===== src/rtl/spi_frame_pkg.sv =====
// Shared definitions for the SPI frame engine.
//   state_t      : frame FSM states
//   FLAG_*       : bit positions inside the header flags byte
//   HDR_BYTES    : header length in bytes (flags, len_hi, len_lo)
package spi_frame_pkg;

  typedef enum logic [2:0] {
    ST_IDLE,
    ST_HDR_LEN_H,
    ST_HDR_LEN_L,
    ST_LOAD,
    ST_SHIFT,
    ST_PUSH,
    ST_END
  } state_t;

  localparam int unsigned FLAG_KEEP_CS = 0;
  localparam int unsigned FLAG_RX_EN   = 1;
  localparam int unsigned HDR_BYTES    = 3;

endpackage


===== src/rtl/spi_frame_if.sv =====
// Byte-stream handshake between the upstream deserializer and the engine.
//   in_data/in_valid/in_ready    : inbound header + payload bytes
//   out_data/out_valid/out_ready : bytes captured from the flash
//   master : upstream side, slave : engine side
interface spi_frame_if;
  logic [7:0] in_data;
  logic       in_valid;
  logic       in_ready;
  logic [7:0] out_data;
  logic       out_valid;
  logic       out_ready;

  modport master (output in_data, in_valid, out_ready,
                  input  in_ready, out_data, out_valid);
  modport slave  (input  in_data, in_valid, out_ready,
                  output in_ready, out_data, out_valid);
endinterface


===== src/rtl/spi_byte_shifter.sv =====
// One SPI mode-0 byte transfer, MSB first, at a divided rate.
//   start   : 1-cycle pulse, loads tx_byte and begins shifting
//   tx_byte : byte to send
//   done    : 1-cycle pulse in the cycle after the 8th sck fall
//   rx_byte : byte sampled from sdo_dq1 (valid with done)
//   sck, sdi_dq0 : registered flash clock and MOSI
//   sdo_dq1 : MISO, sampled on the clk edge that raises sck
module spi_byte_shifter #(
  parameter int unsigned CLK_DIV = 2
) (
  input  logic       clk,
  input  logic       rst,
  input  logic       start,
  input  logic [7:0] tx_byte,
  input  logic       sdo_dq1,
  output logic       done,
  output logic [7:0] rx_byte,
  output logic       sck,
  output logic       sdi_dq0
);

  localparam int unsigned DIV_W = (CLK_DIV > 1) ? $clog2(CLK_DIV) : 1;
  localparam logic [DIV_W-1:0] DIV_LAST = DIV_W'(CLK_DIV - 1);

  logic [DIV_W-1:0] div_cnt;
  logic [2:0]       bit_cnt;
  logic [7:0]       tx_sr;   // bits still to be presented after sdi_dq0
  logic             active;

  always_ff @(posedge clk) begin
    if (rst) begin
      active  <= 1'b0;
      sck     <= 1'b0;
      sdi_dq0 <= 1'b0;
      done    <= 1'b0;
      div_cnt <= '0;
      bit_cnt <= '0;
      tx_sr   <= '0;
      rx_byte <= '0;
    end else begin
      done <= 1'b0;
      if (start) begin
        active  <= 1'b1;
        sck     <= 1'b0;
        sdi_dq0 <= tx_byte[7];
        tx_sr   <= {tx_byte[6:0], 1'b0};
        div_cnt <= '0;
        bit_cnt <= '0;
      end else if (active) begin
        if (div_cnt == DIV_LAST) begin
          div_cnt <= '0;
          if (!sck) begin
            sck     <= 1'b1;
            rx_byte <= {rx_byte[6:0], sdo_dq1};
          end else begin
            // falling edge: next MOSI bit changes together with sck going low
            sck <= 1'b0;
            if (bit_cnt == 3'd7) begin
              active <= 1'b0;
              done   <= 1'b1;
            end else begin
              bit_cnt <= bit_cnt + 3'd1;
              sdi_dq0 <= tx_sr[7];
              tx_sr   <= {tx_sr[6:0], 1'b0};
            end
          end
        end else begin
          div_cnt <= div_cnt + 1'b1;
        end
      end
    end
  end

endmodule


===== src/rtl/spi_frame_engine.sv =====
// Framed SPI master for configuration flash access.
//   clk, rst : clock, synchronous active-high reset
//   up       : byte-stream handshake (slave side)
//   busy     : frame in progress or chip-select held low
//   csn, sck, sdi_dq0 : registered flash pins; sdo_dq1 : MISO
//   wpn_dq2, hldn_dq3 : tied high
// Frame: flags byte, 16-bit (length-1) MSB first, then the payload.
module spi_frame_engine
  import spi_frame_pkg::*;
#(
  parameter int unsigned CLK_DIV = 2,
  parameter int unsigned LEN_W   = 16
) (
  input  logic        clk,
  input  logic        rst,
  spi_frame_if.slave  up,
  output logic        busy,
  output logic        csn,
  output logic        sck,
  output logic        sdi_dq0,
  input  logic        sdo_dq1,
  output logic        wpn_dq2,
  output logic        hldn_dq3
);

  localparam int unsigned WAIT_W = $clog2(2 * CLK_DIV + 1);

  state_t              state;
  logic                keep_cs;
  logic                rx_en;
  logic [7:0]          len_hi;
  logic [LEN_W-1:0]    len_cnt;
  logic [WAIT_W-1:0]   wait_cnt;
  logic                start;
  logic [7:0]          tx_byte;
  logic                done;
  logic [7:0]          rx_byte;
  logic                accept;
  logic                advance;

  assign accept   = up.in_valid & up.in_ready;
  assign busy     = (state != ST_IDLE) | ~csn;
  assign wpn_dq2  = 1'b1;
  assign hldn_dq3 = 1'b1;

  // a payload byte has fully finished (shifted, and pushed when reading)
  always_comb begin
    advance = 1'b0;
    if (state == ST_SHIFT && wait_cnt == '0 && done && !rx_en) advance = 1'b1;
    if (state == ST_PUSH && up.out_ready) advance = 1'b1;
  end

  always_ff @(posedge clk) begin
    if (rst) begin
      state        <= ST_IDLE;
      up.in_ready  <= 1'b0;
      up.out_valid <= 1'b0;
      up.out_data  <= '0;
      csn          <= 1'b1;
      start        <= 1'b0;
      wait_cnt     <= '0;
      keep_cs      <= 1'b0;
      rx_en        <= 1'b0;
      len_hi       <= '0;
      len_cnt      <= '0;
      tx_byte      <= '0;
    end else begin
      start <= 1'b0;
      case (state)
        ST_IDLE: begin
          up.in_ready <= 1'b1;
          if (accept) begin
            keep_cs <= up.in_data[FLAG_KEEP_CS];
            rx_en   <= up.in_data[FLAG_RX_EN];
            state   <= ST_HDR_LEN_H;
          end
        end
        ST_HDR_LEN_H: if (accept) begin
          len_hi <= up.in_data;
          state  <= ST_HDR_LEN_L;
        end
        ST_HDR_LEN_L: if (accept) begin
          len_cnt <= LEN_W'({len_hi, up.in_data});
          state   <= ST_LOAD;
        end
        ST_LOAD: if (accept) begin
          tx_byte     <= up.in_data;
          up.in_ready <= 1'b0;
          state       <= ST_SHIFT;
          // fresh select: hold off the shifter for the CS setup time
          if (csn) begin
            csn      <= 1'b0;
            wait_cnt <= WAIT_W'(CLK_DIV);
          end else begin
            start <= 1'b1;
          end
        end
        ST_SHIFT: begin
          if (wait_cnt != '0) begin
            wait_cnt <= wait_cnt - 1'b1;
            if (wait_cnt == WAIT_W'(1)) start <= 1'b1;
          end else if (done && rx_en) begin
            up.out_data  <= rx_byte;
            up.out_valid <= 1'b1;
            state        <= ST_PUSH;
          end
        end
        ST_PUSH: if (up.out_ready) up.out_valid <= 1'b0;
        ST_END: begin
          // csn low: hold time before release; csn high: deselect time
          if (keep_cs) begin
            state <= ST_IDLE;
          end else if (wait_cnt != '0) begin
            wait_cnt <= wait_cnt - 1'b1;
          end else if (!csn) begin
            csn      <= 1'b1;
            wait_cnt <= WAIT_W'(2 * CLK_DIV - 1);
          end else begin
            state <= ST_IDLE;
          end
        end
        default: state <= ST_IDLE;
      endcase

      if (advance) begin
        if (len_cnt == '0) begin
          state    <= ST_END;
          wait_cnt <= WAIT_W'(CLK_DIV - 1);
        end else begin
          len_cnt     <= len_cnt - 1'b1;
          state       <= ST_LOAD;
          up.in_ready <= 1'b1;
        end
      end
    end
  end

  spi_byte_shifter #(.CLK_DIV(CLK_DIV)) u_shifter (
    .clk     (clk),
    .rst     (rst),
    .start   (start),
    .tx_byte (tx_byte),
    .sdo_dq1 (sdo_dq1),
    .done    (done),
    .rx_byte (rx_byte),
    .sck     (sck),
    .sdi_dq0 (sdi_dq0)
  );

endmodule

===== src/flat_wrapper.sv =====
// flat-port wrapper written by rule: the top's interface ports become plain ports
module spi_frame_engine_flat import spi_frame_pkg::*;
#(
  parameter int unsigned CLK_DIV = 2,
  parameter int unsigned LEN_W   = 16
)
  (clk, rst, busy, csn, sck, sdi_dq0, sdo_dq1, wpn_dq2, hldn_dq3, up_in_data, up_in_valid, up_out_ready, up_in_ready, up_out_data, up_out_valid);
  spi_frame_if up_i ();
  input  logic clk;
  input  logic rst;
  output logic busy;
  output logic csn;
  output logic sck;
  output logic sdi_dq0;
  input  logic sdo_dq1;
  output logic wpn_dq2;
  output logic hldn_dq3;
  input wire logic [$bits(up_i.in_data)-1:0] up_in_data;
  input wire logic [$bits(up_i.in_valid)-1:0] up_in_valid;
  input wire logic [$bits(up_i.out_ready)-1:0] up_out_ready;
  output wire logic [$bits(up_i.in_ready)-1:0] up_in_ready;
  output wire logic [$bits(up_i.out_data)-1:0] up_out_data;
  output wire logic [$bits(up_i.out_valid)-1:0] up_out_valid;
  assign up_i.in_data = up_in_data;
  assign up_i.in_valid = up_in_valid;
  assign up_i.out_ready = up_out_ready;
  assign up_in_ready = up_i.in_ready;
  assign up_out_data = up_i.out_data;
  assign up_out_valid = up_i.out_valid;
  spi_frame_engine #(.CLK_DIV(CLK_DIV), .LEN_W(LEN_W)) u_core (.clk(clk), .rst(rst), .up(up_i), .busy(busy), .csn(csn), .sck(sck), .sdi_dq0(sdi_dq0), .sdo_dq1(sdo_dq1), .wpn_dq2(wpn_dq2), .hldn_dq3(hldn_dq3));
endmodule

===== config.mk =====
export PLATFORM = sky130hd
export DESIGN_NAME = spi_frame_engine_flat
export DESIGN_NICKNAME = d
export VERILOG_FILES = /design/src/rtl/spi_frame_pkg.sv /design/src/rtl/spi_frame_if.sv /design/src/rtl/spi_byte_shifter.sv /design/src/rtl/spi_frame_engine.sv /design/src/flat_wrapper.sv
export SDC_FILE = /design/constraint.sdc
export NUM_CORES = 1
export LEC_CHECK = 0
export CAP_MARGIN = 10
export CORE_UTILIZATION = 52
export DETAILED_ROUTE_END_ITERATION = 8
export PLACE_DENSITY = 0.78
export SETUP_SLACK_MARGIN = 0.2
export SKIP_LAST_GASP = 1
export SYNTH_ARGS = -nofsm -noshare
export SYNTH_HDL_FRONTEND = slang
export SYNTH_SLANG_ARGS = --single-unit

===== constraint.sdc =====
create_clock -name clk -period 1.85 [get_ports clk]
set_input_delay 0.4625 -clock clk [delete_from_list [all_inputs] [get_ports clk]]
set_output_delay 0.4625 -clock clk [all_outputs]
set_load 0.03 [all_outputs]

# --- Yosys cells after proc, flatten, opt, wreduce, memory -nomap -nowiden ---
# Index checks and enable logic that the tools add are counted.
classes:
  addsub: 4
  multipliers: 0
  div: 0
  magnitude_cmp: 0
  eq_ne: 24
  shifts: 0
  mux: 62
  bitwise_logic: 9
  reduce_logical: 29
ops:
  columns: ["op", "n"]
  rows:
  - ["$mux 16", 4]
  - ["$mux 3", 19]
  - ["$mux 8", 5]
  - ["$mux 1", 28]
  - ["$pmux 3 s7", 1]
  - ["$reduce_and 4->1", 5]
  - ["$logic_not 16->1", 1]
  - ["$sub 16x1->16 const B", 1]
  - ["$eq 3x3->1 const B", 4]
  - ["$ne 3x1->1 const B", 4]
  - ["$ne 2x2->1 const B", 5]
  - ["$reduce_bool 2->1", 5]
  - ["$pmux 3 s3", 1]
  - ["$reduce_and 9->1", 1]
  - ["$pmux 1 s2", 4]
  - ["$reduce_and 2->1", 4]
  - ["$not 1->1", 7]
  - ["$eq 3x1->1 const B", 2]
  - ["$eq 3x2->1 const B", 2]
  - ["$logic_not 3->1", 2]
  - ["$ne 2x1->1 const B", 3]
  - ["$ne 3x2->1 const B", 2]
  - ["$reduce_bool 3->1", 2]
  - ["$logic_and 1x1->1", 5]
  - ["other kinds (11)", 11]
totals:
  register_bits: 75
  latch_bits: 0
  ram_bits: 0
  rom_bits: 0
  input_bits: 13
  output_inout_bits: 16
  wordCells: 148
  memories: 0

# --- Depth between registers and ports, before layout ---
# Gate-level depths: netlist of run 1.
depth:
  word_depth: 8
  mapped_depth: 8
  mapped_depth_nobuf: 7

# --- By module ---
# Synthesis of run 1 repeated with hierarchy kept, for this count alone.
hier_totals:
  cells_unflattened: 416
  area_unflattened_um2: 3612.2
modules_own_cells:
  columns: ["mod", "instances", "cells_each", "area_each_um2", "seq_area_each_um2"]
  rows:
  - ["spi_frame_engine", 1, 318, 2611.3, 1041.0]
  - ["spi_byte_shifter", 1, 98, 1001.0, 460.4]

# --- Worst setup path before layout of run 1 ---
# Ideal clock, no wire load.
synth_path:
  path_type: "flip-flop to flip-flop"
  startpoint: "register u_core.len_cnt[0]"
  endpoint: "register u_core.len_cnt[14]"
  setup_time_ns: 0.074
  arrival_time_ns: 1.883
  required_time_ns: 1.776
  setup_slack_ns: -0.107
  path_stages_with_launch: 8
  n_path_buf: 0
  period_less_slack_ns: 1.957
  path_cell_list: "dfxtp_1 inv_1 ha_1 or4b_4 nor2_4 nand3_2 or4b_1 a31oi_1"
synth_between:
  elab_chain_cells: 3
  word_cells_on_any_way: 4
  classes_between: "add/sub: 1; mux: 2; reduce/logical: 1"
synth_rtl:
  columns: ["item", "line", "rtl"]
  rows:
  - ["start, declared", "spi_frame_engine.sv:32", "logic [LEN_W-1:0] len_cnt;"]
  - ["start signal, assigned", "spi_frame_engine.sv:83", "len_cnt <= LEN_W'({len_hi, up.in_data});"]
  - ["start signal, assigned", "spi_frame_engine.sv:130", "len_cnt <= len_cnt - 1'b1;"]
  - ["$sub 16x1->16 or $logic_not 16->1 (tied branches)", "spi_frame_engine.sv:130, spi_frame_engine.sv:126", null]
  - ["$mux 16 *", "spi_frame_engine.sv:126", "if (len_cnt == '0) begin"]
  - ["$mux 16 *", "spi_frame_engine.sv:125", "if (advance) begin"]
# Mark *: on every way between the ends. The rest lies on a longest branch, timed or not.
# A chain may end at the register's enable or synchronous reset.

# --- Final worst setup path of run 1 ---
layout_path:
  startpoint: "register u_core.len_cnt[1]"
  endpoint: "register u_core.len_cnt[14]"
# Same word-level chain as after synthesis.

==> reports/qor.csv, run 1 <==
metric;value;unit
status;finished, violations left;
violations;negative setup slack;
antenna_found_initial;0;
area_growth;37.2;%
avgSynthCellArea;8.45;um2
gp_congestion;0.864;
clkTransAtPathRegs;0.08;ns
postSynthCellCount;411;
setup_violations;8;
synth-seq-cells;75;
synth_top_area_cell;dfxtp_1;
crit_required;2.12;ns
power.share.combinational;0.074;
internal-power;2.49;mW
via_per_inst;5.80;
crit_type;reg -> reg;
power_density;683;nW/um2
htree_levels;3;
synth_cell_types;61;
die_area;7010;um2
relSlewSlack;0.573;
syn_area;3470;um2
grt_use_total;0.278;
power.switching;0.764;mW
clock.fmax;0.515;GHz
period_needed;1.94;ns
vias;3326;
swShare;0.235;
coreArea;6390;um2
insertion_delay;0.35;ns
grt_first_pass_wirelength;15600;um
final.period_utilization;1.05;
skew;0.00888;ns
hp-class;reg -> reg;
port_buffers;26;
ys_warn_count;0;
finalHoldViolCount;0;
grt.overflow.total;0;
critical_path_buf_inv_count;1;
drv_cap;0;
critPathSlowestCell;or4b_1;
synth-main-ff-cell;dfxtp_1;
maxSlewViolCount;0;
cts_tree;built;
fp.dieW;83.7;um
chipHeight;83.7;um
seq_power_share;0.504;
synth_edf_count;0;
final.setup.worst_slack;-0.0910;ns
rsz0062_at_grt;yes;
arrival;2.22;ns
grt_max_degree;32;
critPathTopFamily;simple AND/OR/NAND/NOR gates;
p_leak;1.97;nW
dp.final_hpwl;6030;um
yosysSeqAreaShare;0.432;
grt_pass1_vias;3288;
root_buffer;clkbuf_8;
layout-drive-gt1-share;0.300;
cts.sinks;75;
p_clk_frac;0.422;
tightest_slew;0.637;ns
drt_iter0_markers;200;
clock_path_buffers;2;
finalWirelength;9420;um
ios;29;
path_max_fanout;2;
crit_path_cell_trace;inv_2, ha_4, or4b_4, nor2_4, nand3_2, or4b_1, a31oi_1;
synth_top_cell_area_share;0.432;
postPlaceCellArea;4130;um2
drc;0;
rows;29;
place_ws;-0.395;ns
firstDrtPassIters;4;
nets;511;
ant_nets;0;
cp-start-kind;flop;
ys_async_sr_fraction;0;
initial_core_util;0.544;
stdcell_area;4760;um2
wl_per_cell;16.4;um
worst_setup_path_end_kind;flop;
cts_buffers;9;
diodes;0;
slowest_delay;0.50;ns
peakVddDrop;0.000893;V
synth_top_cells_by_area;dfxtp_1, mux2i_1, a21oi_1, nand2_1, nor2_1;
[Yosys cell counts (2+ instances only)]
cell type	instances
xor2_1	2
a211oi_1	4
a311oi_1	2
or2b_1	2
nor4_1	2
or2_2	3
o21a_1	3
o211ai_1	4
dfxtp_1	75
a22oi_1	3
nand2_1	56
a31oi_1	6
a21oi_1	43
nand2b_1	8
nand3_1	6
clkbuf_1	13
buf_4	2
nand4_1	4
o22ai_1	5
a221oi_1	2
or4_4	2
or4_1	2
nor4b_1	2
mux2i_1	29
xnor2_1	2
nor3_1	8
nor2_1	54
o21ai_0	5
ha_1	6
buf_2	6
buf_1	4
o311ai_0	2
nor3_2	2
and2_1	3
nor2b_1	3
inv_1	8
or3_1	4
[timing repair]
action | in CTS | in global routing
resized for setup | 64 | 25
gates cloned | 3 | 1
setup endpoints to repair | 63 | 58
hold endpoints to repair | 0 | 0
hold buffers | 0 | 0
setup buffers | 16 | 3
pin swaps | 19 | 4
[path summary, 6_finish.rpt]
check	startpoint	end	slack [ns]	cells past startpoint
hold reg to reg	u_core.u_shifter.rx_byte[7]$_SDFFE_PP0P_	u_core.u_shifter.rx_byte[7]$_SDFFE_PP0P_	0.46	2
setup reg to reg	u_core.len_cnt[1]$_SDFF_PP0_	u_core.len_cnt[14]$_SDFF_PP0_	-0.09	7
hold / removal	u_core.u_shifter.rx_byte[7]$_SDFFE_PP0P_	u_core.u_shifter.rx_byte[7]$_SDFFE_PP0P_	0.46	2
setup / recovery	u_core.len_cnt[1]$_SDFF_PP0_	u_core.len_cnt[14]$_SDFF_PP0_	-0.09	7
[power groups by stage]
stage / Clock [mW] / Sequential (mW) / Combinational [mW]
2_1_floorplan: 0 / 1.68 / 0.112
3_3_place_gp: 0 / 1.67 / 0.200
3_5_place_dp: 0 / 1.68 / 0.202
6_report: 1.37 / 1.64 / 0.241
5_1_grt: 1.46 / 1.64 / 0.256
4_1_cts: 1.39 / 1.64 / 0.233
[metal layers]
layer | global-route usage | vias up | share of wire
li1 | - | 1609 | -
met1 | 0.356 | 1601 | 0.45
met2 | 0.456 | 91 | 0.48
met3 | 0.0514 | 25 | 0.038
met4 | 0.123 | 0 | 0.030
met5 | 0 | - | 0
[stage by stage]
step / hold WS [ns] / util / total power, mW / TNS (ns) / instances
3_3_place_gp: 0.446 / 0.647 / 1.88 / -7.60 / 535
3_5_place_dp: 0.449 / 0.647 / 1.88 / -8.31 / 535
4_1_cts: 0.461 / 0.729 / 3.26 / -0.0930 / 569
6_report: 0.458 / 0.746 / 3.25 / -0.253 / 573
5_1_grt: 0.482 / 0.746 / 3.36 / -1.16 / 573
2_1_floorplan: 0.436 / - / 1.79 / -0.0213 / 412
[cell families after synthesis]
| group | after synthesis | share of synthesized area |
|---|---|---|
| compound gates | 88 | 0.157 |
| flops | 75 | 0.432 |
| mux | 30 | 0.0868 |
| buf+inv | 35 | 0.0443 |
| fa+ha+maj | 6 | 0.0216 |
| simple gates | 172 | 0.246 |
| other cells | 1 | 0.00108 |
| xor+xnor | 4 | 0.0101 |
[registers in the layout (all words and copies together) (netlist names), 3 cells and up]
signal                    count
u_core.wait_cnt               3
u_core.u_shifter.rx_byte      8
u_core.state                  3
u_core.len_hi                 8
u_core.u_shifter.bit_cnt      3
u_core.u_shifter.tx_sr        7
u_core.len_cnt               16
u_core.up.out_data            8
u_core.tx_byte                8
[worst register-to-register path: stages (launching register included)]
cell	delay, ns
dfxtp_2	0.33
inv_2	0.07
ha_4	0.13
or4b_4	0.48
nor2_4	0.14
nand3_2	0.08
or4b_1	0.50
a31oi_1	0.13
[cells in the final DEF (no fill, tap or decap), types with 3 or more instances in the layout]
cell type	synthesis	layout
dfxtp_1	75	63
nand2_1	56	53
nor2_1	54	51
buf_4	2	48
a21oi_1	43	38
mux2i_1	29	29
buf_6	1	17
dlygate4sd2_1	0	12
dfxtp_2	0	11
clkbuf_8	0	9
clkdlybuf4s50_1	0	9
nand2b_1	8	6
a31oi_1	6	6
o21ai_0	5	5
nor3_1	8	5
nand3_1	6	5
o22ai_1	5	5
inv_2	0	4
o211ai_1	4	4
a211oi_1	4	4
inv_1	8	4
nand4_1	4	4
a21oi_2	0	4
ha_4	0	4
nor2_4	1	3
nor3_4	0	3
or2_2	3	3
o21a_1	3	3
and2_4	0	3
[final cells by class]
cell class,instances,area [um2]
Clock buffer,9,124
Clock inverter,6,90.1
Fill cell,464,1620
Inverter,9,35.0
Multi-Input combinational cell,304,2070
Sequential cell,75,1520
Tap cell,77,96.3
Timing Repair Buffer,93,826
No activity file was read; power rests on OpenSTA's default activity.
==> inputs of run 2 (changes only) <==
--- a/config.mk
+++ b/config.mk
@@ -8,6 +8,7 @@
 export CAP_MARGIN = 10
 export CORE_UTILIZATION = 52
 export DETAILED_ROUTE_END_ITERATION = 8
+export MAX_ROUTING_LAYER = met4
 export PLACE_DENSITY = 0.78
 export SETUP_SLACK_MARGIN = 0.2
 export SKIP_LAST_GASP = 1
==> reports/qor.csv, run 2 (synthesis gave the netlist of run 1 again) <==
metric;value;unit;change
crit_path_cell_trace;inv_2, ha_4, or4b_4, nor2_4, nand3_2, or4b_1, a31oi_1;;unchanged
critPathTopFamily;simple AND/OR/NAND/NOR gates;;unchanged
largest_register_ffs;16;;unchanged
die_area;7010;um2;unchanged
gp_congestion;0.900;;was 0.864
coreArea;6390;um2;unchanged
final_cells;596;;was 573
cts_tree;built;;unchanged
antenna_found_initial;0;;unchanged
final.setup.worst_slack;-0.110;ns;was -0.0910 ns
htree_levels;3;;unchanged
dp.final_hpwl;6150;um;was 6030 um
tightest_slew;0.632;ns;was 0.637 ns
p_total;3.05;mW;was 3.25 mW
port_buffers;26;;unchanged
path_max_fanout;2;;unchanged
ant_nets;0;;unchanged
vias;3483;;was 3,326
arrival;2.24;ns;was 2.22 ns
peakVddDrop;0.000639;V;was 0.000893 V
period_needed;1.96;ns;was 1.94 ns
grt_max_degree;22;;was 32
hp-class;reg -> reg;;unchanged
firstDrtPassIters;4;;unchanged
via_per_inst;5.84;;was 5.80
status;finished, violations left;;unchanged
holdBufCountCts;0;;unchanged
clkTransAtPathRegs;0.09;ns;was 0.08 ns
area_growth;41.0;%;was 37.2%
critPathSlowestCell;or4b_1;;unchanged
n_fill_cell;453;;was 464
final.period_utilization;1.06;;was 1.05
drc;0;;unchanged
cts_buffers;9;;unchanged
grt_use_total;0.292;;was 0.278
finalHoldViolCount;0;;unchanged
final-seq-area;1520;um2;about the same
skew;0.00730;ns;was 0.00888 ns
largest-register;u_core.len_cnt;;unchanged
place_inst;540;;was 535
drt_iter0_markers;202;;was 200
root_buffer;clkbuf_8;;unchanged
drv_cap;0;;unchanged
cp-start-kind;flop;;unchanged
maxSlewViolCount;0;;unchanged
crit_type;reg -> reg;;unchanged
clock.fmax;0.510;GHz;was 0.515 GHz
p_leak;2.06;nW;was 1.97 nW
final_common_cell;buf_4;;was dfxtp_1
final_util;0.767;;was 0.746
initial_core_util;0.544;;unchanged
cts.sinks;75;;unchanged
finalWirelength;10100;um;was 9420 um
fp.dieW;83.7;um;unchanged
rows;29;;unchanged
critical_path_buf_inv_count;1;;unchanged
multi_input_area;2060;um2;was 2070 um2
ios;29;;unchanged
clock_path_buffers;2;;unchanged
worst_setup_path_end_kind;flop;;unchanged
grt_pass1_vias;3414;;was 3,288
slowest_delay;0.50;ns;about the same
chipHeight;83.7;um;unchanged
insertion_delay;0.36;ns;was 0.35 ns
crit_required;2.13;ns;was 2.12 ns
rsz0062_at_grt;yes;;unchanged
relSlewSlack;0.576;;was 0.573
wl_per_cell;16.9;um;was 16.4 um
r2r_slack;-0.11;ns;was -0.09 ns
setup_violations;9;;was 8
grt_first_pass_wirelength;15700;um;was 15,600 um
power_density;623;nW/um2;was 683 nW/um2
violations;negative setup slack;;unchanged
nets;533;;was 511
grt.overflow.total;0;;unchanged
diodes;0;;unchanged
layout-drive-gt1-share;0.337;;was 0.300
layout_common_cells;buf_4, dfxtp_1, nand2_1;;was dfxtp_1, nand2_1, nor2_1
[run 2: cell count changes in the layout (fill, tap and decap cells not counted), moves of 2 or more]
cell	change
buf_4	+24
a21oi_1	+3
a21oi_2	-3
a211oi_1	-2
a211oi_2	+2
bufinv_16	-2
inv_6	+2
[run 2: timing repair]
action	in CTS	in global routing
setup buffers	26	12
pin swaps	26	11
gates cloned	1	1
endpoints found under the hold margin	0	0
setup endpoints to repair	60	58
resized for setup	67	24
[run 2: final timing paths]
kind	end	cells past startpoint	startpoint
min	u_core.tx_byte[0]$_SDFFE_PP0P_	2	u_core.tx_byte[0]$_SDFFE_PP0P_
min reg2reg	u_core.tx_byte[0]$_SDFFE_PP0P_	2	u_core.tx_byte[0]$_SDFFE_PP0P_
max	u_core.len_cnt[14]$_SDFF_PP0_	7	u_core.len_cnt[1]$_SDFF_PP0_
max reg2reg	u_core.len_cnt[14]$_SDFF_PP0_	7	u_core.len_cnt[1]$_SDFF_PP0_
[run 2: through the flow]
step	setup slack, ns	area [um2]	hold WS, ns	TNS, ns
finish	-0.110	4900	0.462	-0.398
floorplan	-0.0213	3530	0.436	-0.0213
detailed placement	-0.373	4170	0.453	-8.15
CTS	-0.0723	4720	0.463	-0.197
global route	-0.185	4900	0.493	-1.57
global placement	-0.356	4170	0.446	-7.23
[run 2: worst register-to-register path: stages, from the launching register on]
cell	delay, ns
dfxtp_2	0.33
inv_2	0.08
ha_4	0.13
or4b_4	0.48
nor2_4	0.13
nand3_2	0.08
or4b_1	0.50
a31oi_1	0.15
[run 2: metal layers]
| layer | up-vias | GRT usage | part of all wire |
|---|---|---|---|
| met3 | 29 | 0.0613 | 0.048 |
| li1 | 1655 | - | - |
| met5 | - | - | 0 |
| met2 | 115 | 0.477 | 0.49 |
| met1 | 1684 | 0.347 | 0.43 |
| met4 | 0 | 0.126 | 0.031 |
[run 2: report_power, final]
group	total (mW)	internal [mW]	switching [mW]
registers	1.64	1.62	0.0133
logic	0.258	0.120	0.138
clock network	1.16	0.496	0.660
[run 2: area by class of cell]
class,instances,area share
clock buffers,9,0.0253
clock inverters,7,0.0102
inverters,9,0.00792
multi-input cells,302,0.421
flip-flops and latches,75,0.311
well taps,77,0.0197
repair buffers,117,0.205
